===== config.mk =====
export PLATFORM = sky130hd
export DESIGN_NAME = instruction_issue_queue
export DESIGN_NICKNAME = d
export VERILOG_FILES = /design/src/rtl/instruction_issue_queue_pkg.sv /design/src/rtl/instruction_issue_queue_format_decoder.sv /design/src/rtl/instruction_issue_queue.sv
export SDC_FILE = /design/constraint.sdc
export NUM_CORES = 1
export LEC_CHECK = 0
export BUFFER_PORTS_ARGS = -buffer_cell sky130_fd_sc_hd__buf_4
export CAP_MARGIN = 20
export CORE_MARGIN = 4
export CORE_UTILIZATION = 40
export CTS_CLUSTER_DIAMETER = 100
export DETAILED_ROUTE_END_ITERATION = 16
export PLACE_DENSITY = 0.7
export SYNTH_ARGS = -nofsm -noshare
export SYNTH_HDL_FRONTEND = slang
export SYNTH_SLANG_ARGS = --single-unit

===== constraint.sdc =====
create_clock -name clk -period 4.7 [get_ports clk]
set_input_delay 0.47 -clock clk [delete_from_list [all_inputs] [get_ports clk]]
set_output_delay 0.47 -clock clk [all_outputs]
set_load 0.02 [all_outputs]

===== src/rtl/instruction_issue_queue_pkg.sv =====
// Shared types for the decode-and-issue queue: opcodes, decoded operation layout,
// queue entry and issue bus records, plus the instruction field decoder.
package instruction_issue_queue_pkg;

  localparam int NUM_UNITS = 3;

  localparam logic [6:0] ARITH     = 7'b0110011;
  localparam logic [6:0] ARITH_IMM = 7'b0010011;
  localparam logic [6:0] LOAD      = 7'b0000011;
  localparam logic [6:0] STORE     = 7'b0100011;
  localparam logic [6:0] BRANCH    = 7'b1100011;

  typedef enum logic [1:0] {
    FU_ALU = 2'd0,
    FU_BU  = 2'd1,
    FU_LSU = 2'd2
  } e_functional_unit;

  typedef enum logic [1:0] {
    FMT_R  = 2'd0,
    FMT_I  = 2'd1,
    FMT_SB = 2'd2
  } e_format;

  // All union members are 45 bits wide; immediates are sign-extended to 32 bits.
  typedef struct packed {
    logic [19:0] pad;
    logic [6:0]  funct7;
    logic [4:0]  rs2;
    logic [4:0]  rs1;
    logic [2:0]  funct3;
    logic [4:0]  rd;
  } r_format_t;

  typedef struct packed {
    logic [31:0] imm;
    logic [4:0]  rs1;
    logic [2:0]  funct3;
    logic [4:0]  rd;
  } i_format_t;

  typedef struct packed {
    logic [31:0] imm;
    logic [4:0]  rs2;
    logic [4:0]  rs1;
    logic [2:0]  funct3;
  } sb_format_t;

  typedef union packed {
    r_format_t  R;
    i_format_t  I;
    sb_format_t SB;
  } u_spec;

  typedef struct packed {
    logic [6:0] opcode;
    e_format    fmt;
    u_spec      spec;
  } operation_specification;

  typedef struct packed {
    e_functional_unit       rs_id;
    operation_specification op;
  } issue_queue_entry;

  typedef struct packed {
    logic                   valid;
    e_functional_unit       rs_id;
    operation_specification op;
  } issue_bus_t;

  function automatic operation_specification decode_instruction(input logic [31:0] instr,
                                                                input e_format     fmt);
    operation_specification op;
    op        = '0;
    op.opcode = instr[6:0];
    op.fmt    = fmt;
    case (fmt)
      FMT_R: begin
        op.spec.R.funct7 = instr[31:25];
        op.spec.R.rs2    = instr[24:20];
        op.spec.R.rs1    = instr[19:15];
        op.spec.R.funct3 = instr[14:12];
        op.spec.R.rd     = instr[11:7];
      end
      FMT_I: begin
        op.spec.I.imm    = {{20{instr[31]}}, instr[31:20]};
        op.spec.I.rs1    = instr[19:15];
        op.spec.I.funct3 = instr[14:12];
        op.spec.I.rd     = instr[11:7];
      end
      default: begin
        op.spec.SB.rs2    = instr[24:20];
        op.spec.SB.rs1    = instr[19:15];
        op.spec.SB.funct3 = instr[14:12];
        // Branch offsets are scrambled and halfword aligned; store offsets are split in two.
        if (instr[6:0] == BRANCH)
          op.spec.SB.imm = {{19{instr[31]}}, instr[31], instr[7], instr[30:25], instr[11:8], 1'b0};
        else
          op.spec.SB.imm = {{20{instr[31]}}, instr[31:25], instr[11:7]};
      end
    endcase
    return op;
  endfunction

endpackage


===== src/rtl/instruction_issue_queue_format_decoder.sv =====
// Maps an opcode to its instruction format and the reservation station that executes it.
module instruction_format_decoder
  import instruction_issue_queue_pkg::*;
(
  input  logic [6:0]       opcode,
  output e_format          fmt,
  output e_functional_unit unit
);

  always_comb begin
    fmt  = FMT_I;
    unit = FU_ALU;
    case (opcode)
      ARITH:     begin fmt = FMT_R;  unit = FU_ALU; end
      ARITH_IMM: begin fmt = FMT_I;  unit = FU_ALU; end
      LOAD:      begin fmt = FMT_I;  unit = FU_LSU; end
      STORE:     begin fmt = FMT_SB; unit = FU_LSU; end
      BRANCH:    begin fmt = FMT_SB; unit = FU_BU;  end
      default:   begin fmt = FMT_I;  unit = FU_ALU; end
    endcase
  end

endmodule


===== src/rtl/instruction_issue_queue.sv =====
// In-order decode-and-issue FIFO between fetch and the reservation stations,
// with per-station stall, flush and illegal-opcode reporting.
module instruction_issue_queue
  import instruction_issue_queue_pkg::*;
#(
  parameter int DEPTH = 4
) (
  input  logic                         clk,
  input  logic                         rst,
  input  logic [31:0]                  instruction,
  input  logic                         instruction_valid,
  output logic                         instruction_ready,
  input  logic [NUM_UNITS-1:0]         rs_ready,
  input  logic                         flush,
  output issue_bus_t                   issue_bus,
  output logic                         illegal_instr,
  output logic [$clog2(DEPTH+1)-1:0]   count
);

  localparam int PW = $clog2(DEPTH);
  localparam int CW = $clog2(DEPTH+1);

  logic [PW-1:0]    head_q, head_d, tail_q, tail_d;
  logic [CW-1:0]    count_q, count_d;
  logic             illegal_q, illegal_d;
  issue_queue_entry entries_q [DEPTH];

  e_format          dec_fmt;
  e_functional_unit dec_unit;
  issue_queue_entry new_entry;
  issue_queue_entry head_entry;
  logic             opcode_legal;
  logic             accept;
  logic             enq;
  logic             issue;

  instruction_format_decoder u_format_decoder (
    .opcode (instruction[6:0]),
    .fmt    (dec_fmt),
    .unit   (dec_unit)
  );

  always_comb begin
    opcode_legal      = instruction[6:0] inside {ARITH, ARITH_IMM, LOAD, STORE, BRANCH};
    new_entry.rs_id   = dec_unit;
    new_entry.op      = decode_instruction(instruction, dec_fmt);
    head_entry        = entries_q[head_q];

    // Ready depends only on registered occupancy, so a full queue stalls even while issuing.
    instruction_ready = (count_q != CW'(DEPTH));
    accept            = instruction_valid && instruction_ready && !flush;
    enq               = accept && opcode_legal;

    issue_bus.valid   = (count_q != '0) && !flush;
    issue_bus.rs_id   = head_entry.rs_id;
    issue_bus.op      = head_entry.op;
    issue             = issue_bus.valid && rs_ready[head_entry.rs_id];

    illegal_instr     = illegal_q;
    count             = count_q;
  end

  always_comb begin
    head_d    = head_q;
    tail_d    = tail_q;
    count_d   = count_q;
    illegal_d = accept && !opcode_legal;

    if (flush) begin
      head_d  = '0;
      tail_d  = '0;
      count_d = '0;
    end else begin
      if (enq)   tail_d = tail_q + PW'(1);
      if (issue) head_d = head_q + PW'(1);
      case ({enq, issue})
        2'b10:   count_d = count_q + CW'(1);
        2'b01:   count_d = count_q - CW'(1);
        default: count_d = count_q;
      endcase
    end
  end

  always_ff @(posedge clk or posedge rst) begin
    if (rst) begin
      head_q    <= '0;
      tail_q    <= '0;
      count_q   <= '0;
      illegal_q <= 1'b0;
    end else begin
      head_q    <= head_d;
      tail_q    <= tail_d;
      count_q   <= count_d;
      illegal_q <= illegal_d;
    end
  end

  // Entry storage is deliberately left out of reset; count alone says what is live.
  always_ff @(posedge clk) begin
    if (enq) entries_q[tail_q] <= new_entry;
  end

endmodule


* Yosys cells after proc, flatten, opt, wreduce, memory -nomap -nowiden
Memory sizes are Yosys's and may differ from the RTL's.
Index checks and enable logic that the tools add are counted.
** Storage, ports and cells
- RAM bits :: 224
- Memories kept :: 1
- Logic and storage cells :: 51
- Input port bits :: 39
- Register bits :: 8
** Memories
- entries_q :: depth 4, width 56, read ports 1, clocked after memory_dff 0, write ports 1, RTL line instruction_issue_queue.sv:26 : issue_queue_entry entries_q [DEPTH];
** Operators by class
- Magnitude comparators :: 1
- Mux-type cells :: 15
- Add/sub/neg operators :: 4
- Reductions and logical operators :: 17
- Eq/ne operators :: 9
** Operator list (count)
- $pmux W20 S2 :: 1
- $mux W25 :: 1
- $eq A7 B6 Y1 const B :: 2
- $mux W12 :: 1
- $mux W2 :: 4
- $pmux W2 S2 :: 2
- $eq A7 B2 Y1 const B :: 1
- $eq A7 B5 Y1 const B :: 1
- $eq A7 B7 Y1 const B :: 1
- $logic_and A1 B1 Y1 :: 6
- $pmux W3 S2 :: 1
- $reduce_bool A3 Y1 :: 2
- $reduce_or A2 Y1 :: 3
- $reduce_bool A5 Y1 :: 1
- $add A2 B1 Y2 const B :: 2
- $eq A2 B1 Y1 const B :: 2
- $reduce_bool A2 Y1 :: 2
- $add A3 B1 Y3 const B :: 1
- $lt A2 B3 Y1 const B :: 1
- $mux W1 :: 3
- $mux W3 :: 1
- $ne A3 B3 Y1 const B :: 1
- $sub A3 B1 Y3 const B :: 1
- $bmux W1 S2 :: 1
- other kinds (3) :: 4

* Longest topological paths before layout
- Depth in word-level cells :: 7
- Gate-level depth with buffers :: 9
- Depth with buffers taken out :: 8

* By module
Synthesis repeated with hierarchy kept, for this count alone.
** Unflattened totals
- Cell total of the unflattened synthesis :: 305
- Area, all modules :: 6379.9 µm²
** Modules (own cells, without submodules)
- instruction_issue_queue :: seq. area each 4644.5 µm², area an instance 6321.1 µm², cells an instance 298, instances 1
- instruction_format_decoder :: seq. area each 0.0 µm², area an instance 58.8 µm², cells an instance 7, instances 1

* Worst setup path before layout
Ideal clock, no wire load.
- Path kind :: in2reg
- Start point :: in instruction[2]
- End point :: mem entries_q[0][0] (netlist bit), enable pin
- Stages on the path :: 4
- Arrival :: 2.427 ns
- Required time :: 4.302 ns
- Setup slack :: 1.876 ns
- Buffers on the path :: 1
- Library setup time :: 0.398 ns
- Path through :: nand4bb_2 a2111oi_4 clkbuf_1 and2_1
** On the way
- Cells in the longest elaborated chain, start to end :: 5
** RTL lines
- from (decl) :: RTL line instruction_issue_queue.sv:10 : input logic [31:0] instruction,
- $eq A7 B6 Y1 (tied with other cells) :: RTL line instruction_issue_queue.sv:44 : opcode_legal = instruction[6:0] inside {ARITH, ARITH_IMM, LOAD, STORE, BRANCH};
- $reduce_bool A5 Y1 * :: RTL line instruction_issue_queue.sv:44
- $logic_and A1 B1 Y1 * :: RTL line instruction_issue_queue.sv:52 : enq = accept && opcode_legal;
- $mux W1 * :: RTL line instruction_issue_queue.sv:100 : if (enq) entries_q[tail_q] <= new_entry;
- $mux W1 (implied by the code) * :: RTL line instruction_issue_queue.sv:100
- to (decl) :: RTL line instruction_issue_queue.sv:26
Every way passes the cells marked *; elsewhere a longest branch is shown, timed or not.

* Worst setup path in the final report
- Start point :: reg head_q[1]
- End point :: reg count_q[2] (netlist: count[2])
** On the way
- Cells in the longest elaborated chain, start to end :: 7
** RTL lines
- from (decl) :: RTL line instruction_issue_queue.sv:23 : logic [PW-1:0] head_q, head_d, tail_q, tail_d;
- from (signal assigned) :: RTL line instruction_issue_queue.sv:86 : head_q <= '0;
- from (signal assigned) :: RTL line instruction_issue_queue.sv:91 : head_q <= head_d;
- $mem_v2 Z4 W56 *
- $bmux W1 S2 * :: RTL line instruction_issue_queue.sv:57 : issue = issue_bus.valid && rs_ready[head_entry.rs_id];
- $mux W1 (implied by the code) * :: RTL line instruction_issue_queue.sv:57
- $logic_and A1 B1 Y1 * :: RTL line instruction_issue_queue.sv:57
- $eq A2 B1 Y1 / $eq A2 B2 Y1 (equally long branches) :: RTL line instruction_issue_queue.sv:76 : case ({enq, issue})
- $pmux W3 S2 :: RTL line instruction_issue_queue.sv:76
- $mux W3 :: RTL line instruction_issue_queue.sv:69 : if (flush) begin
- to (signal assigned) :: RTL line instruction_issue_queue.sv:93 : count_q <= count_d;
- to (decl) :: RTL line instruction_issue_queue.sv:24 : logic [CW-1:0] count_q, count_d;
Every way passes the cells marked *; elsewhere a longest branch is shown, timed or not. The select of a mux whose other input is x is not followed.
A chain may end at the register's enable or synchronous reset.

==> impl_metrics.ini <==
[status]
status = finished, final reports clean

[cts]
clockRootBuffer = sky130_fd_sc_hd__clkbuf_16
ctsResizeCount = 0
numClockSinks = 156
worstSkewPairLatency_ns = 0.41
cts_tree = done
holdBufCountCts = 0
cts_made_buffers = 17
clk_transition_reported_paths_ns = 0.06
htree_levels = 4
number_of_buffers_between_clock_root_and_the_deepest_sink = 2
cts.repair_timing.setup_buffer_count = 0

[routing]
met2RoutedLength_um = 6110
drt.antenna.violating_nets = 0
detailroute.via_count = 3305
drt_wl_total_um = 12200
top_layer_used = met4
drcViolationCount = 0
wire_per_inst_um = 18.8
firstDrtPassIters = 4
iteration_0_drc_markers = 164
drt-met1-wl_um = 5160
vias_per_cell = 5.08
met3_length_um = 807

[die]
core_mm2 = 0.0154
die-area_mm2 = 0.0180
floorplan.initialDensity_pct = 41.3
die_width_um = 134
floorplan.rows = 45
num_io_pins = 101
die_height_um = 134

[power_and_ir_drop]
pwr_density_cell_mw_per_mm2 = 386
p_total_mw = 3.02
p_leak_nw = 2.78
worst_ir_drop_vdd_mv = 0.230

[timing]
final.period_utilization_pct = 68.9
final-setup-viol-count = 0
slew_headroom_pct = 30.8
setup_slack_ns = 1.46
finalWorstPathRequiredPeriod_ns = 3.24
timing_worst_slew_pin_value_ns = 1.04
hold_viol_final = 0
grt_setup_unrepaired = no
clock-skew-final_ns = 0.00930
tns_ns = 0
clock.fmax_mhz = 309
finalMaxSlewViolations = 0

[yosys]
most_common_library_cells_after_synthesis = 148 x sky130_fd_sc_hd__edfxtp_1, 55 x sky130_fd_sc_hd__nand2_1, 37 x sky130_fd_sc_hd__mux4_2
syn_area_mm2 = 0.00637
synth-main-ff-cell = sky130_fd_sc_hd__edfxtp_1
synthTopCellsByArea = sky130_fd_sc_hd__edfxtp_1 70%, sky130_fd_sc_hd__mux4_2 13%, sky130_fd_sc_hd__nand2_1 3.2%
leading_cell_type_by_number_of_instances_after_synthesis = sky130_fd_sc_hd__edfxtp_1
portion_of_synthesized_cell_area_occupied_by_the_leading_cell_type_pct = 69.8
synth_enable_flop_cells = 148
synth.yosys.warnings = 0
count_of_unique_library_cells_instantiated_by_yosys = 40
syn_inst = 340
synth_top_cell_by_area = sky130_fd_sc_hd__edfxtp_1
yosys_register_bits = 156
synth_nets = 384
proportion_of_synthesized_chip_area_in_sequential_cells_pct = 72.9
ys_async_sr_fraction_pct = 5.13
syn_area_per_cell_um2 = 18.7

[placed_design]
dp.cells = 619
placement.io_buffers = 100
pre_cts_ws_ns = 1.45
detailed_place_hpwl_um = 7800
finalWeightedCongestion = 0.800

[setup_path]
critical_path.endpoint_type = flop
crit_type = reg -> reg
worst_ep_required_time_ns = 5.05
cp-start-kind = flop
total_buffers_and_inverters_traversed_by_the_critical_path = 0
crit_path_leading_delay_family = flip-flops
path_max_fanout = 39
crit_arrival_ns = 3.59
timing.critical_path.slowest_cell_delay_ns = 1.02
cpMaxStageDelayCell = sky130_fd_sc_hd__dfrtp_2
cp_cell_sequence = mux4_2, mux2_4, a22oi_4, nor2_1, fa_1, nor4_1, o21ai_1, nand3_1

[final_layout]
n_fill_cell = 1284
multi_input_combinational_cell_area_mm2 = 0.00149
area_delta_synth_final_pct = 22.7
layout-drive-gt1-share_pct = 42.3
ff_latch_area_mm2 = 0.00465
nets = 471
n_antenna_cell = 0
layoutNonFillerInstCount = 651

[job]
cap_violations = 0

[grt]
grt_first_pass_wirelength_um = 18900
first_global_vias = 3397
grt_antenna_before_repair = 0
gr-total-overflow = 0
overall_routing_resource_usage_pct = 13.9
grt_max_degree = 40

[worst_hold_path]
holdCritPathClass = in -> async
-- where the power goes --
part / internal (mW) / switching, mW
combinational: 0.0360 / 0.0456
clock: 0.888 / 0.524
sequential: 1.52 / 0.00119
total: 2.45 / 0.570
-- path summary, 6_finish.rpt --
check / from / to / slack [ns] / cells after the start
setup / recovery: head_q[1] / count[2] / 1.46 / 8
hold / removal: rst / illegal_instr / 0.01 / 2
setup reg to reg: head_q[1] / count[2] / 1.46 / 8
hold reg to reg: tail_q[0] / tail_q[0] / 0.60 / 1
max in group asynchronous: rst / head_q[0] / 4.41 / 2
min in group clk: instruction[30] / entries_q[3][23] / 0.26 / 1
-- area by class of cell --
type | instances | area share (%)
repair buffers | 101 | 9.70
clock buffers | 17 | 5.44
flip-flops and latches | 156 | 59.5
clock inverters | 15 | 2.51
well taps | 211 | 3.38
inverters | 8 | 0.384
multi-input cells | 143 | 19.1
-- per-layer routing --
layer | GRT usage, % | up-vias
li1 | - | 1485
met4 | 5.09 | 0
met1 | 18.1 | 1688
met2 | 22.5 | 122
met3 | 4.09 | 10
met5 | 0 | -
-- kinds of logic after synthesis --
logic type                 count (synthesis)  synth area share (%)
xor gates and xnor gates                   1                 0.137
muxes                                     41                  13.9
AOI/OAI and AO/OA                         14                  1.98
and+or+nand+nor                           82                  6.25
adders and majority gates                  5                  1.10
buffers and inverters                     41                  3.73
DFF                                      156                  72.9
-- worst register-to-register path: cells and delay by family, from the launching register on --
family                     cells  cell delay [ns]
DFF                            1             1.02
muxes                          2             0.82
and+or+nand+nor                3             0.51
adders and majority gates      1             0.45
AOI/OAI and AO/OA              2             0.38
-- metrics by stage --
| step | area [um^2] | util [%] | hold WS, ns |
|---|---|---|---|
| final | 7820 | 50.7 | 0.0146 |
| after global routing | 7820 | 50.7 | 0.0275 |
| after CTS | 7820 | 50.7 | 0.0161 |
| after detailed placement | 7190 | 46.6 | 0.456 |
| after global placement | 7190 | 46.6 | 0.460 |
| after floorplan | 6370 | - | 0.286 |
-- state kept, by name (all words and copies together) (netlist names) --
signal and count:
entries_q 148, count 3, head_q 2, tail_q 2, illegal_instr 1
-- layout by cell type, fill, tap and decap left out, types with 3 or more instances in the layout --
| master | Yosys | final |
|---|---|---|
| sky130_fd_sc_hd__and2_2 | 0 | 4 |
| sky130_fd_sc_hd__buf_4 | 20 | 101 |
| sky130_fd_sc_hd__bufinv_16 | 0 | 4 |
| sky130_fd_sc_hd__clkbuf_16 | 0 | 17 |
| sky130_fd_sc_hd__clkinv_4 | 0 | 3 |
| sky130_fd_sc_hd__dfrtp_1 | 8 | 6 |
| sky130_fd_sc_hd__edfxtp_1 | 148 | 148 |
| sky130_fd_sc_hd__ha_1 | 4 | 4 |
| sky130_fd_sc_hd__inv_1 | 7 | 7 |
| sky130_fd_sc_hd__mux4_2 | 37 | 37 |
| sky130_fd_sc_hd__nand2_1 | 55 | 55 |
| sky130_fd_sc_hd__nor2_1 | 4 | 4 |
| sky130_fd_sc_hd__nor3b_1 | 3 | 3 |
| sky130_fd_sc_hd__o21ai_1 | 4 | 4 |
Power figures use the tool's default switching activity.
